## config.mk

```make
export PLATFORM = sky130hd
export DESIGN_NAME = baby_runctrl
export DESIGN_NICKNAME = d
export VERILOG_FILES = /design/src/rtl/baby_runctrl.sv
export SDC_FILE = /design/constraint.sdc
export NUM_CORES = 1
export LEC_CHECK = 0
export ABC_AREA = 0
export BUFFER_PORTS_ARGS = -buffer_cell sky130_fd_sc_hd__buf_2
export CORE_UTILIZATION = 29
export DETAILED_ROUTE_END_ITERATION = 7
export HOLD_SLACK_MARGIN = 0.06
export PLACE_DENSITY = 0.59
export SLEW_MARGIN = 15
export SYNTH_ARGS = -nofsm -noshare
export SYNTH_HDL_FRONTEND = slang
export SYNTH_SLANG_ARGS = --single-unit
```

## constraint.sdc

```tcl
create_clock -name clk -period 1.7 [get_ports clk]
set_input_delay 0 -clock clk [delete_from_list [all_inputs] [get_ports clk]]
set_output_delay 0 -clock clk [all_outputs]
set_load 0.02 [all_outputs]
```

## src/rtl/baby_runctrl.sv

```systemverilog
// Run/step/halt controller for a small stored-program processor: divides the
// clock into processor-enable pulses and counts completed instructions.
`timescale 1ns/1ps

// state | meaning
// IDLE  | waiting for run_sw or a step press; no enables
// RUN   | free-running; stops only at the end of stage 3
// STEP  | one full four-stage instruction, then back to IDLE
// HALT  | processor executed STOP; waits for stopsig low or clear
// CLR   | two-cycle processor reset; instruction counter cleared
module baby_runctrl #(
    parameter int DIV   = 1,
    parameter int CNT_W = 16
) (
    input  logic             clk,
    input  logic             reset,
    input  logic             run_sw,
    input  logic             step_btn,
    input  logic             clear_btn,
    input  logic             initsig,
    input  logic             stopsig,
    input  logic [1:0]       stepsig,
    output logic             proc_enable,
    output logic             proc_reset,
    output logic             running,
    output logic             halted,
    output logic [CNT_W-1:0] instr_count
);

    localparam int DIV_W = (DIV > 1) ? $clog2(DIV) : 1;
    localparam logic [DIV_W-1:0] DIV_LAST = DIV_W'(DIV - 1);

    typedef enum logic [2:0] {
        IDLE,
        RUN,
        STEP,
        HALT,
        CLR
    } state_t;

    state_t           state;
    state_t           state_next;
    logic [DIV_W-1:0] div_cnt;
    logic             step_prev;
    logic             clear_prev;
    logic             clr_second;
    logic             step_edge;
    logic             clear_edge;
    logic             last_stage;

    assign step_edge  = step_btn & ~step_prev;
    assign clear_edge = clear_btn & ~clear_prev;

    assign running     = (state == RUN) || (state == STEP);
    assign halted      = (state == HALT);
    assign proc_reset  = (state == CLR);
    assign proc_enable = running && (div_cnt == DIV_LAST);
    assign last_stage  = proc_enable && (stepsig == 2'd3);

    always_comb begin
        state_next = state;
        if (clear_edge) begin
            state_next = CLR;
        end else begin
            case (state)
                IDLE: begin
                    if (stopsig)        state_next = HALT;
                    else if (run_sw)    state_next = RUN;
                    else if (step_edge) state_next = STEP;
                end
                RUN: begin
                    if (stopsig)                    state_next = HALT;
                    else if (last_stage && !run_sw) state_next = IDLE;
                end
                STEP: begin
                    if (stopsig)         state_next = HALT;
                    else if (last_stage) state_next = IDLE;
                end
                HALT: begin
                    if (!stopsig) state_next = IDLE;
                end
                // The processor reset pulse is never cut short by stopsig.
                CLR: begin
                    if (clr_second) state_next = IDLE;
                end
                default: state_next = IDLE;
            endcase
        end
    end

    always_ff @(posedge clk) begin
        if (reset) begin
            state       <= IDLE;
            div_cnt     <= '0;
            step_prev   <= 1'b1;
            clear_prev  <= 1'b1;
            clr_second  <= 1'b0;
            instr_count <= '0;
        end else begin
            state      <= state_next;
            step_prev  <= step_btn;
            clear_prev <= clear_btn;
            // A fresh clear edge while already in CLR restarts the two-cycle pulse.
            clr_second <= (state == CLR) && !clear_edge && !clr_second;

            if ((state_next == RUN || state_next == STEP) && state_next == state)
                div_cnt <= (div_cnt == DIV_LAST) ? '0 : div_cnt + 1'b1;
            else
                div_cnt <= '0;

            if (state == CLR)
                instr_count <= '0;
            else if (last_stage && !initsig)
                instr_count <= instr_count + 1'b1;
        end
    end

endmodule

```

Word level (Yosys, flattened, before mapping)
Cells that the tools add are included.
{"block": "totals", "output_inout_bits": 20, "in_bits": 9, "reg_bits": 23}
{"block": "op_classes", "addsub": 2, "eq_ne": 8, "reduce_logical": 16, "muxes": 11, "n_bitwise": 6}
{"cell": "3-bit two-way mux", "count": 10}
{"cell": "16-bit by 1-bit adder with 16-bit output (second input constant)", "count": 1}
{"cell": "3-bit case mux with 5 select lines", "count": 1}
{"cell": "3-bit by 2-bit == test with 1-bit output (second input constant)", "count": 3}
{"cell": "1-bit logical AND", "count": 7}
{"cell": "3-bit by 1-bit == test with 1-bit output (second input constant)", "count": 2}
{"cell": "1-bit logical NOT", "count": 4}
{"cell": "1-bit NOT", "count": 4}
{"cell": "3-bit == test", "count": 1}
{"cell": "3-bit == test (second input constant)", "count": 1}
{"cell": "3-bit logical NOT", "count": 1}
{"cell": "3-bit OR reduction", "count": 1}
{"cell": "1-bit AND", "count": 2}
{"cell": "2-bit == test (second input constant)", "count": 1}
{"cell": "1-bit logical OR", "count": 2}
{"cell": "2-bit OR reduction", "count": 1}
{"cell": "1-bit adder (second input constant)", "count": 1}

Longest topological paths before layout
Gate-level depths: netlist of the first run.
{"block": "logic_depth", "word_depth": 14, "ltp_mapped": 6, "mapped_depth_nobuf": 5}

Worst setup path before layout of the first run
OpenSTA, ideal clock, no wires.
{"block": "synth_path", "path_type": "flip-flop to flip-flop", "start": "reg state[1]", "end": "reg instr_count[0]", "setup_ps": 117, "synth_period_minus_slack_ps": 1598, "arrival_ps": 1480, "path_stages_with_launch": 7, "setup_slack_ps": 102, "cell_sequence": "dfxtp_1 buf_4 nor3b_2 or2_2 clkbuf_1 buf_2 nor2_1"}
{"block": "synth_via", "elab_cells_between_ends": 8}
{"element": "start, declared", "line_no": "41", "text": "state_t state;"}
{"element": "start signal, assigned", "line_no": "100", "text": "state <= state_next;"}
{"element": "3-bit == test"}
{"element": "named net proc_reset", "line_no": "24", "text": "output logic proc_reset,"}
{"element": "2-bit OR reduction (no line)"}
{"element": "end signal, assigned", "line_no": "114", "text": "instr_count <= instr_count + 1'b1;"}
{"element": "end, declared", "line_no": "27", "text": "output logic [CNT_W-1:0] instr_count"}
The timed path passes the listed nets, and every way through them passes these cells.
A chain may end at the register's enable or synchronous reset.

Worst setup path after layout of the first run
{"block": "layout_path", "start": "reg state[2]", "end": "reg instr_count[13]"}
{"block": "layout_via", "elab_chain_len": 5, "elab_cells_between_ends": 8}
{"element": "3-bit by 1-bit == test with 1-bit output or 3-bit by 2-bit == test with 1-bit output (tied branches)", "line_no": "54", "text": "assign running = (state == RUN) || (state == STEP);"}
{"element": "1-bit logical OR", "line_no": "54"}
{"element": "1-bit logical AND", "line_no": "57", "text": "assign proc_enable = running && (div_cnt == DIV_LAST);"}
{"element": "1-bit logical AND", "line_no": "58", "text": "assign last_stage = proc_enable && (stepsig == 2'd3);"}
{"element": "1-bit logical AND", "line_no": "113", "text": "else if (last_stage && !initsig)"}
Several ways; a longest one is shown, not always the timed one.

==> summary.txt, run 1 <==
Route
  – Metal-1 WL: 1.14 mm
  – Top sig layer: met4
  – First drt pass iteration count: 4
  – Vias per cell: 4.83
  – DRC Markers: 0
  – Routed len/inst: around 12 um
  – Starting DRT DRC Count: 30
  – Vias: between 1,000 and 1,500
  – Metal3 WL: 111 um
  – Antenna viol nets, final: 0
  – Routed met2 length: 1.18 mm
  – Routed WL: roughly 2.4 mm

Die
  – Core area: 3470 um^2
  – Die Ht: ~63 um
  – Die width: 63.3 um
  – Starting density of the core: 31.5%
  – Rows: 21
  – Io pins: 29
  – Die area: around 4000 um^2

Yosys
  – Cells after Synth: 120
  – Syn Area/Cell: 9.09 um^2
  – Number of synthesized register bits: 23
  – Cell Area, Synth: approximately 1100 um^2
  – Synth unique cells: 39
  – Yosys warns: 0
  – Mapped Nets: between 100 and 150
  – Register area share after synthesis: a little over two fifths

Clock network
  – CTS root buf: clkbuf_8
  – Max Buffers Root-to-Sink: 2
  – Clk Latency, worst-skew pair: 0.26 ns
  – CTS tree: built
  – Reg clk slew, reported paths: 0.08 ns
  – Total CTS buffers: 3
  – Htree depth: 1
  – CTS sink count: 23

Worst setup path
  – Setup CP Type: register to register
  – Worst R2R Setup Slack: 0.06 ns
  – Setup crit end kind: register
  – R2R Path Start: state[2]
  – Critical Path Start Type: register
  – Worst path cell trace: nor4bb_1, buf_4, nand4_4, or4_4, nand2_1
  – Reg-to-reg critical path endpoint: instr_count[13]
  – Worst Path Arrival: 1.86 ns
  – CP max FO: 9
  – Required time worst endpoint: 1.91 ns
  – R2R depth: 5
  – Worst path slowest cell: or4_4
  – CP max stage delay: 0.51 ns

Power and ir drop
  – LEAKAGE: 0.635 nW
  – Total power: about 1.0 mW
  – VDD IR max: about 400 uV
  – Power per cell area: around 700 nW/um^2

GRT
  – First-pass GRT wire length: 4.15 mm
  – Congestion Overflow GR: 0
  – Vias in the first global route: 929
  – Initial antenna violation count: 0
  – GRT Total Usage: 13.0%
  – Pin count of the biggest net entering global routing: 14

Status
  – Outcome: finished, final reports clean

Final layout
  – Nets: roughly 180
  – Area growth from synthesis to layout: 33.3%
  – Share of layout cells above drive strength 1: 31.7%
  – Ant. Diodes: 0

STA
  – Final Hold Viols: 0
  – Endpoints failing setup: 0
  – Fin worst setup slack: 0.0571 ns
  – Fin. max-slew vios: 0
  – Post-route minimum period: 1.64 ns
  – Fmax: 609 MHz
  – Setup Skew: 0.00403 ns
  – Final Cycle Share: 96.6%

Job
  – Max cap viols: 0

Place
  – Pre-CTS setup slack: 0.0290 ns
  – Post-DP HPWL: 1.87 mm
  – GPL Wtd Cong: between 0.7 and 0.8
  – Number of buffers added on ports: 28

Min path
  – HP Start: initsig
  – HP Class: input pin to register
  – Hold path depth: 4
  – Min-Delay Endpoint: instr_count[0]
==> synth_stat cells (all sizes together) <==
cell | n | area share [%]
dfxtp | 23 | 42
nor2 | 11 | 3.8
nand2 | 10 | 3.4
a21oi | 7 | 3.2
nand4 | 6 | 5.4
o21ai | 6 | 2.8
or3 | 5 | 2.9
xor2 | 5 | 4.7
buf | 4 | 2.5
o211ai | 4 | 2.8
or4 | 4 | 2.8
inv | 3 | 1.0
nand3 | 3 | 1.4
nor3 | 3 | 1.4
or2 | 3 | 1.7
xnor2 | 3 | 2.4
and4 | 2 | 1.6
and3 | 1 | 0.57
and3b | 1 | 0.80
and4b | 1 | 0.92
clkbuf | 1 | 0.34
conb | 1 | 0.34
ha | 1 | 1.1
mux2i | 1 | 0.92
nand2b | 1 | 0.57
nand4b | 1 | 0.80
nand4bb | 1 | 1.0
nor2b | 1 | 0.57
nor3b | 1 | 1.1
nor4b | 1 | 0.80
nor4bb | 1 | 0.92
o21a | 1 | 0.69
o311ai | 1 | 0.80
o41ai | 1 | 0.80
or4b | 1 | 0.92
==> critical path, delay by kind of cell (launching register included) <==
family / cells / cell delay (ns)
and+or+nand+nor: 4 / 1.03
DFF: 1 / 0.36
buffers and inverters: 1 / 0.21
==> cell usage in the layout, fill, tap and decap left out, types with 2 or more instances in the layout <==
cell type,Yosys,final
or4_1,4,3
or2_2,3,3
o211ai_1,4,4
dlygate4sd3_1,0,7
nand3_1,3,3
a21oi_1,7,7
nand2_1,10,10
nor3_1,3,3
buf_4,3,10
inv_1,3,3
or3_1,5,5
dfxtp_1,23,22
nand4_1,4,4
xor2_1,4,4
nor2_1,11,11
and4_1,2,2
xnor2_1,3,3
clkbuf_8,0,3
buf_2,1,28
o21ai_0,6,6
==> cells by family (layout without fill, tap and decap cells) <==
family                     Yosys count  in the layout  synth area share [%]
AOI/OAI and AO/OA                   20             20                  11.0
xor gates and xnor gates             8              8                  7.11
adders and majority gates            1              1                  1.15
buffers and inverters                8             52                  3.90
DFF                                 23             23                  42.2
muxes                                1              1                 0.917
other                                1              1                 0.344
and+or+nand+nor                     58             58                  33.4
==> layout make-up <==
cell class	instances	area, um^2
clock buffer	3	41.3
clock inverter	1	5.00
fill	361	2010
inverter	3	11.3
multi-input combinational	89	592
sequential	23	462
tap	46	57.6
timing repair buffer	45	285
==> worst max path at each step <==
stage,from,end,cells after the start
final,state[2],instr_count[13],5
after global routing,state[2],instr_count[13],5
after CTS,state[2],instr_count[15],5
after detailed placement,state[2],instr_count[15],5
after global placement,state[2],instr_count[13],5
after floorplan,state[1],instr_count[0],6
==> routing by layer <==
layer / up-vias / GRT usage [%]
li1: 522 / -
met1: 467 / 15.8
met2: 21 / 22.5
met3: 5 / 3.44
met4: 0 / 3.41
met5: - / 0
==> report_power, final <==
| part | switching [mW] | internal [mW] |
|---|---|---|
| Combinational | 0.0764 | 0.0676 |
| Clock | 0.170 | 0.163 |
| Sequential | 0.0118 | 0.549 |
| Total | 0.258 | 0.780 |
==> sequential cells by signal, summed over array words and instances, names as in the netlist <==
name,cells
state,3
instr_count,16
div_cnt,1
step_prev,1
clr_second,1
clear_prev,1
==> per-stage QoR <==
| step | utilization [%] | area, um^2 | cells | hold slack, ns | setup TNS, ns |
|---|---|---|---|---|---|
| after detailed placement | 38.0 | 1320 | 197 | 0.202 | 0 |
| after global placement | 38.0 | 1320 | 197 | 0.196 | 0 |
| after floorplan | - | 1090 | 120 | 0.0724 | 0 |
| after global routing | 41.9 | 1450 | 210 | 0.157 | -0.00496 |
| after CTS | 41.3 | 1430 | 208 | 0.141 | 0 |
| final | 41.9 | 1450 | 210 | 0.143 | 0 |
==> what timing repair did <==
action | 4_1_cts | 5_1_grt
hold buffers | 7 | 0
setup buffers | 0 | 2
gates resized for setup | 0 | 3
endpoints found under the hold margin | 6 | 0
setup endpoints to repair | 0 | 4
(Power assumes the default switching activity.)
==> run 2, diff against run 1 <==
--- a/config.mk
+++ b/config.mk
@@ -9,2 +9,4 @@
 export BUFFER_PORTS_ARGS = -buffer_cell sky130_fd_sc_hd__buf_2
+export CELL_PAD_IN_SITES_DETAIL_PLACEMENT = 1
+export CELL_PAD_IN_SITES_GLOBAL_PLACEMENT = 1
 export CORE_UTILIZATION = 29
@@ -12,3 +14,4 @@
 export HOLD_SLACK_MARGIN = 0.06
-export PLACE_DENSITY = 0.59
+export PLACE_DENSITY = 0.72
+export SKIP_LAST_GASP = 1
 export SLEW_MARGIN = 15
--- a/constraint.sdc
+++ b/constraint.sdc
@@ -3,2 +3,2 @@
 set_output_delay 0 -clock clk [all_outputs]
-set_load 0.02 [all_outputs]
+set_load 0.1 [all_outputs]
==> summary.txt, run 2 (synthesized netlist as in run 1, its figures left out) <==
STA
  – Setup Skew: 0.00816 ns (+0.00414 ns)
  – Final Hold Viols: 0 (unchanged)
  – Post-route minimum period: 1.62 ns (-0.0201 ns)
  – Fin. max-slew vios: 0 (unchanged)
  – Fin worst setup slack: 0.0772 ns (+0.0201 ns)
  – Final Cycle Share: 95.5% (-1.2 points)
  – Endpoints failing setup: 0 (unchanged)
  – Fmax: 616 MHz (+1.2%)
  – RSZ-0062 raised after global routing: yes

Route
  – First drt pass iteration count: 4 (unchanged)
  – Routed WL: 2.59 mm (+5.7%)
  – Vias: 1,019 (+0.39%)
  – DRC Markers: 0 (unchanged)
  – Antenna viol nets, final: 0 (unchanged)
  – Vias per cell: 4.85 (+0.39%)
  – Starting DRT DRC Count: 40 (+33%)
  – Routed len/inst: 12.3 um (+5.7%)

Worst setup path
  – Critical Path Start Type: register
  – Required time worst endpoint: 1.90 ns (about the same)
  – Worst R2R Setup Slack: 0.08 ns (+0.02 ns)
  – Setup CP Type: register to register
  – CP max FO: 8 (-1)
  – Setup crit end kind: register
  – Worst Path Arrival: 1.82 ns (-0.04 ns)

Job
  – Max cap viols: 0 (unchanged)

Final layout
  – Nets: 175 (unchanged)
  – Commonest non-fill, non-tap cell in the layout: buf_2
  – Largest Register: instr_count
  – Max reg flops: 16 (unchanged)
  – Util after Layout: 43.0% (+1.1 points)
  – Area growth from synthesis to layout: 36.8%
  – Share of layout cells above drive strength 1: 39.6% (+7.9 points)
  – Ant. Diodes: 0 (unchanged)
  – Biggest regs: instr_count (16), state (3)
  – Most frequent cells in the layout: buf_2 (27), dfxtp_2 (12), nor2_1 (11), dfxtp_1 (11)

Place
  – Post-DP HPWL: 2.02 mm (+7.8%)
  – Pre-CTS setup slack: 0.0290 ns (-0.0000191 ns)
  – GPL Wtd Cong: 0.844 (+8.3%)
  – Number of buffers added on ports: 28 (unchanged)

Die
  – Starting density of the core: 31.5% (unchanged)
  – Die area: 4010 um^2 (unchanged)
  – Core area: 3470 um^2 (unchanged)
  – Die width: 63.3 um (unchanged)
  – Rows: 21 (unchanged)
  – Io pins: 29 (unchanged)
  – Die Ht: 63.3 um (unchanged)

Clock network
  – Total CTS buffers: 3 (unchanged)
  – Reg clk slew, reported paths: 0.08 ns (about the same)
  – Htree depth: 1 (unchanged)
  – CTS root buf: clkbuf_8
  – Max Buffers Root-to-Sink: 2 (unchanged)
  – CTS tree: built
  – Clk Latency, worst-skew pair: 0.26 ns (about the same)
  – CTS sink count: 23 (unchanged)

Status
  – Outcome: finished, final reports clean

Power and ir drop
  – VDD IR max: 512 uV (+28%)
  – LEAKAGE: 0.643 nW (+1.3%)
  – Power per cell area: 744 nW/um^2 (+4.1%)

GRT
  – GRT Total Usage: 14.3% (+1.3 points)
  – Congestion Overflow GR: 0 (unchanged)
  – Initial antenna violation count: 0 (unchanged)
  – First-pass GRT wire length: 4.56 mm (+9.8%)
  – Pin count of the biggest net entering global routing: 16 (+2)
  – Vias in the first global route: 1,032 (+11%)

Min path
  – HP Class: input pin to register
run 2: metrics by stage:
stage / total power [mW] / setup TNS, ns / hold WS (ns) / instances / cell area (um^2)
global placement: 0.769 / 0 / 0.198 / 194 / 1330
floorplan: 0.736 / -4.71 / 0.0650 / 120 / 1150
CTS: 1.12 / 0 / 0.135 / 205 / 1450
detailed placement: 0.773 / 0 / 0.206 / 194 / 1330
finish: 1.11 / 0 / 0.133 / 210 / 1490
global route: 1.17 / -0.0577 / 0.171 / 210 / 1490
run 2: what timing repair did:
item	CTS	global route
hold buffers	7	0
hold endpoints to repair	6	0
setup endpoints to repair	0	10
setup buffers	0	5
resized for setup	0	3
run 2: worst paths after layout:
check	from	end	cells after the start
setup / recovery	div_cnt	instr_count[13]	5
hold / removal	initsig	instr_count[0]	4
setup reg to reg	div_cnt	instr_count[13]	5
hold reg to reg	clr_second	clr_second	1
run 2: critical path: stages, from the launching register on:
cell and delay (ns):
dfxtp_1 0.34, nor4bb_2 0.27, buf_4 0.19, nand4_4 0.15, or4_1 0.54, nand2_1 0.08
run 2: cell type report:
type                            instances  area (um^2)
Clock buffer                            3         41.3
Clock inverter                          1         5.00
Fill cell                             444         1980
Inverter                                3         11.3
Multi-Input combinational cell         89          614
Sequential cell                        23          475
Tap cell                               46         57.6
Timing Repair Buffer                   45          288
run 2: report_power, final:
group / switching, mW / leakage [nW] / internal (mW)
sequential: 0.0120 / 0.193 / 0.549
clock: 0.169 / 0.0255 / 0.163
combinational: 0.145 / 0.425 / 0.0711
total: 0.326 / 0.643 / 0.784
run 2: routing by layer:
layer  routed length, um  global-route usage [%]  part of all wire, %
met4                  14                    2.56                 0.54
met5                   0                       0                    0
met2                1290                    26.7                   50
met1                1180                    15.8                   46
met3                 108                    4.17                  4.2
==> run 3, diff against run 2 <==
Settings changed: CORE_ASPECT_RATIO set to 1.5, CORE_UTILIZATION 29 to 37, PLACE_DENSITY 0.72 to 0.86.
==> summary.txt, run 3 (synthesized netlist as in run 1, its figures left out) <==
GRT
  – Initial antenna violation count: 0 (unchanged)
  – Congestion Overflow GR: 0 (unchanged)
  – First-pass GRT wire length: 4.83 mm (+5.9%)
  – GRT Total Usage: 21.2% (+6.9 points)
  – Pin count of the biggest net entering global routing: 16 (unchanged)
  – Vias in the first global route: 1,076 (+4.3%)

Clock network
  – Htree depth: 1 (unchanged)
  – CTS tree: built
  – Clk Latency, worst-skew pair: 0.26 ns (about the same)
  – CTS root buf: clkbuf_8
  – Max Buffers Root-to-Sink: 2 (unchanged)
  – CTS sink count: 23 (unchanged)
  – Reg clk slew, reported paths: 0.08 ns (about the same)
  – Total CTS buffers: 3 (unchanged)

Route
  – First drt pass iteration count: 4 (unchanged)
  – Routed WL: 3.02 mm (+16%)
  – Routed len/inst: 15.3 um (+24%)
  – DRC Markers: 0 (unchanged)
  – Starting DRT DRC Count: 19 (-53%)
  – Vias per cell: 5.45 (+12%)
  – Vias: 1,073 (+5.3%)
  – Antenna viol nets, final: 0 (unchanged)

Min path
  – HP Start: initsig
  – Hold path depth: 4 (unchanged)
  – HP Class: input pin to register
  – Min-Delay Endpoint: instr_count[2]

Worst setup path
  – CP max FO: 8 (unchanged)
  – R2R depth: 5 (unchanged)
  – Required time worst endpoint: 1.91 ns (about the same)
  – Setup crit start: state[2]
  – Worst Path Arrival: 1.87 ns (+0.05 ns)
  – Setup CP Type: register to register
  – Reg-to-reg critical path endpoint: instr_count[13]
  – Critical Path Start Type: register
  – R2R Path Start: state[2]
  – Setup crit end kind: register
  – Worst R2R Setup Slack: 0.04 ns (-0.04 ns)

STA
  – Hold Slack: 0.126 ns (-0.00768 ns)
  – Post-route minimum period: 1.66 ns (+0.0398 ns)
  – Final Hold Viols: 0 (unchanged)
  – Setup Skew: 0.00181 ns (-0.00636 ns)
  – RSZ-0062 raised after global routing: yes
  – Fin. max-slew vios: 0 (unchanged)
  – Final Cycle Share: 97.8% (+2.3 points)
  – Endpoints failing setup: 0 (unchanged)
  – Fmax: 601 MHz (-2.4%)

Final layout
  – Commonest non-fill, non-tap cell in the layout: buf_2
  – Nets: 171 (-2.3%)
  – Largest Register: instr_count
  – Most frequent cells in the layout: buf_2 (27), dfxtp_2 (12), nor2_1 (11), dfxtp_1 (11), nand2_1 (10)
  – Max reg flops: 16 (unchanged)
  – Share of layout cells above drive strength 1: 37.5% (-2.1 points)
  – Final std cells w/o fill: 197 (-6.2%)
  – Biggest regs: instr_count (16), state (3)
  – Ant. Diodes: 0 (unchanged)
  – Area growth from synthesis to layout: 33.7%

Place
  – Number of buffers added on ports: 28 (unchanged)
  – GPL Wtd Cong: 0.722 (-15%)
  – Placed Cells incl. Taps: 184 (-5.2%)
  – Post-DP HPWL: 2.09 mm (+3.5%)

Die
  – Core area: 2730 um^2 (-21%)
  – Io pins: 29 (unchanged)
  – Rows: 23 (+9.5%)
  – Starting density of the core: 39.9% (+8.5 points)
  – Die width: 46.3 um (-27%)
  – Die area: 3170 um^2 (-21%)
  – Die Ht: 68.5 um (+8.2%)

Power and ir drop
  – VDD IR max: 489 uV (-4.4%)
  – Power per cell area: 773 nW/um^2 (+4.0%)
  – LEAKAGE: 0.618 nW (-3.9%)

Status
  – Outcome: finished, final reports clean

Job
  – Max cap viols: 0 (unchanged)
[run 3: layer usage]
| layer | vias to the layer above | wire [um] | track usage [%] |
|---|---|---|---|
| li1 | 514 | - | - |
| met1 | 524 | 1220 | 22.7 |
| met2 | 29 | 1660 | 39.4 |
| met3 | 6 | 72 | 2.34 |
| met4 | 0 | 60 | 9.56 |
| met5 | - | 0 | 0 |
[run 3: metrics by stage]
step / setup TNS [ns] / power, mW / area [um^2] / util, % / setup WS, ns
2_1_floorplan: -4.71 / 0.736 / 1150 / - / -0.292
3_3_place_gp: 0 / 0.768 / 1310 / 48.0 / 0.0798
3_5_place_dp: 0 / 0.773 / 1310 / 48.0 / 0.0213
4_1_cts: 0 / 1.12 / 1430 / 52.4 / 0.0134
5_1_grt: -0.0647 / 1.17 / 1460 / 53.4 / -0.0388
6_report: 0 / 1.13 / 1460 / 53.4 / 0.0374
[run 3: worst max path at each step]
stage          depth (start not counted)               to
2_1_floorplan                          6  instr_count[10]
3_3_place_gp                           5  instr_count[13]
3_5_place_dp                           5  instr_count[13]
4_1_cts                                5  instr_count[13]
5_1_grt                                5  instr_count[13]
6_report                               5  instr_count[13]
[run 3: area by class of cell]
class | instances | area [um^2]
timing repair buffer | 41 | 258
clock buffer | 4 | 45.0
inverter | 3 | 11.3
fill | 329 | 1270
sequential | 23 | 475
multi-input combinational | 89 | 623
tap | 37 | 46.3
[run 3: timing repair]
action,CTS,global route
hold buffers,7,0
cloned,0,0
setup buffers,1,1
gates resized for setup,0,3
setup endpoints to repair,1,8
hold endpoints to repair,6,0
[run 3: worst max-delay path: stages (launching register included)]
cell	delay [ns]
dfxtp_2	0.36
nor4bb_2	0.29
buf_4	0.20
nand4_4	0.15
or4_1	0.53
nand2_1	0.07
[run 3: power breakdown]
part	switching, mW	leakage, nW	internal, mW
registers	0.0118	0.193	0.549
clock network	0.176	0.0228	0.167
logic	0.154	0.402	0.0701
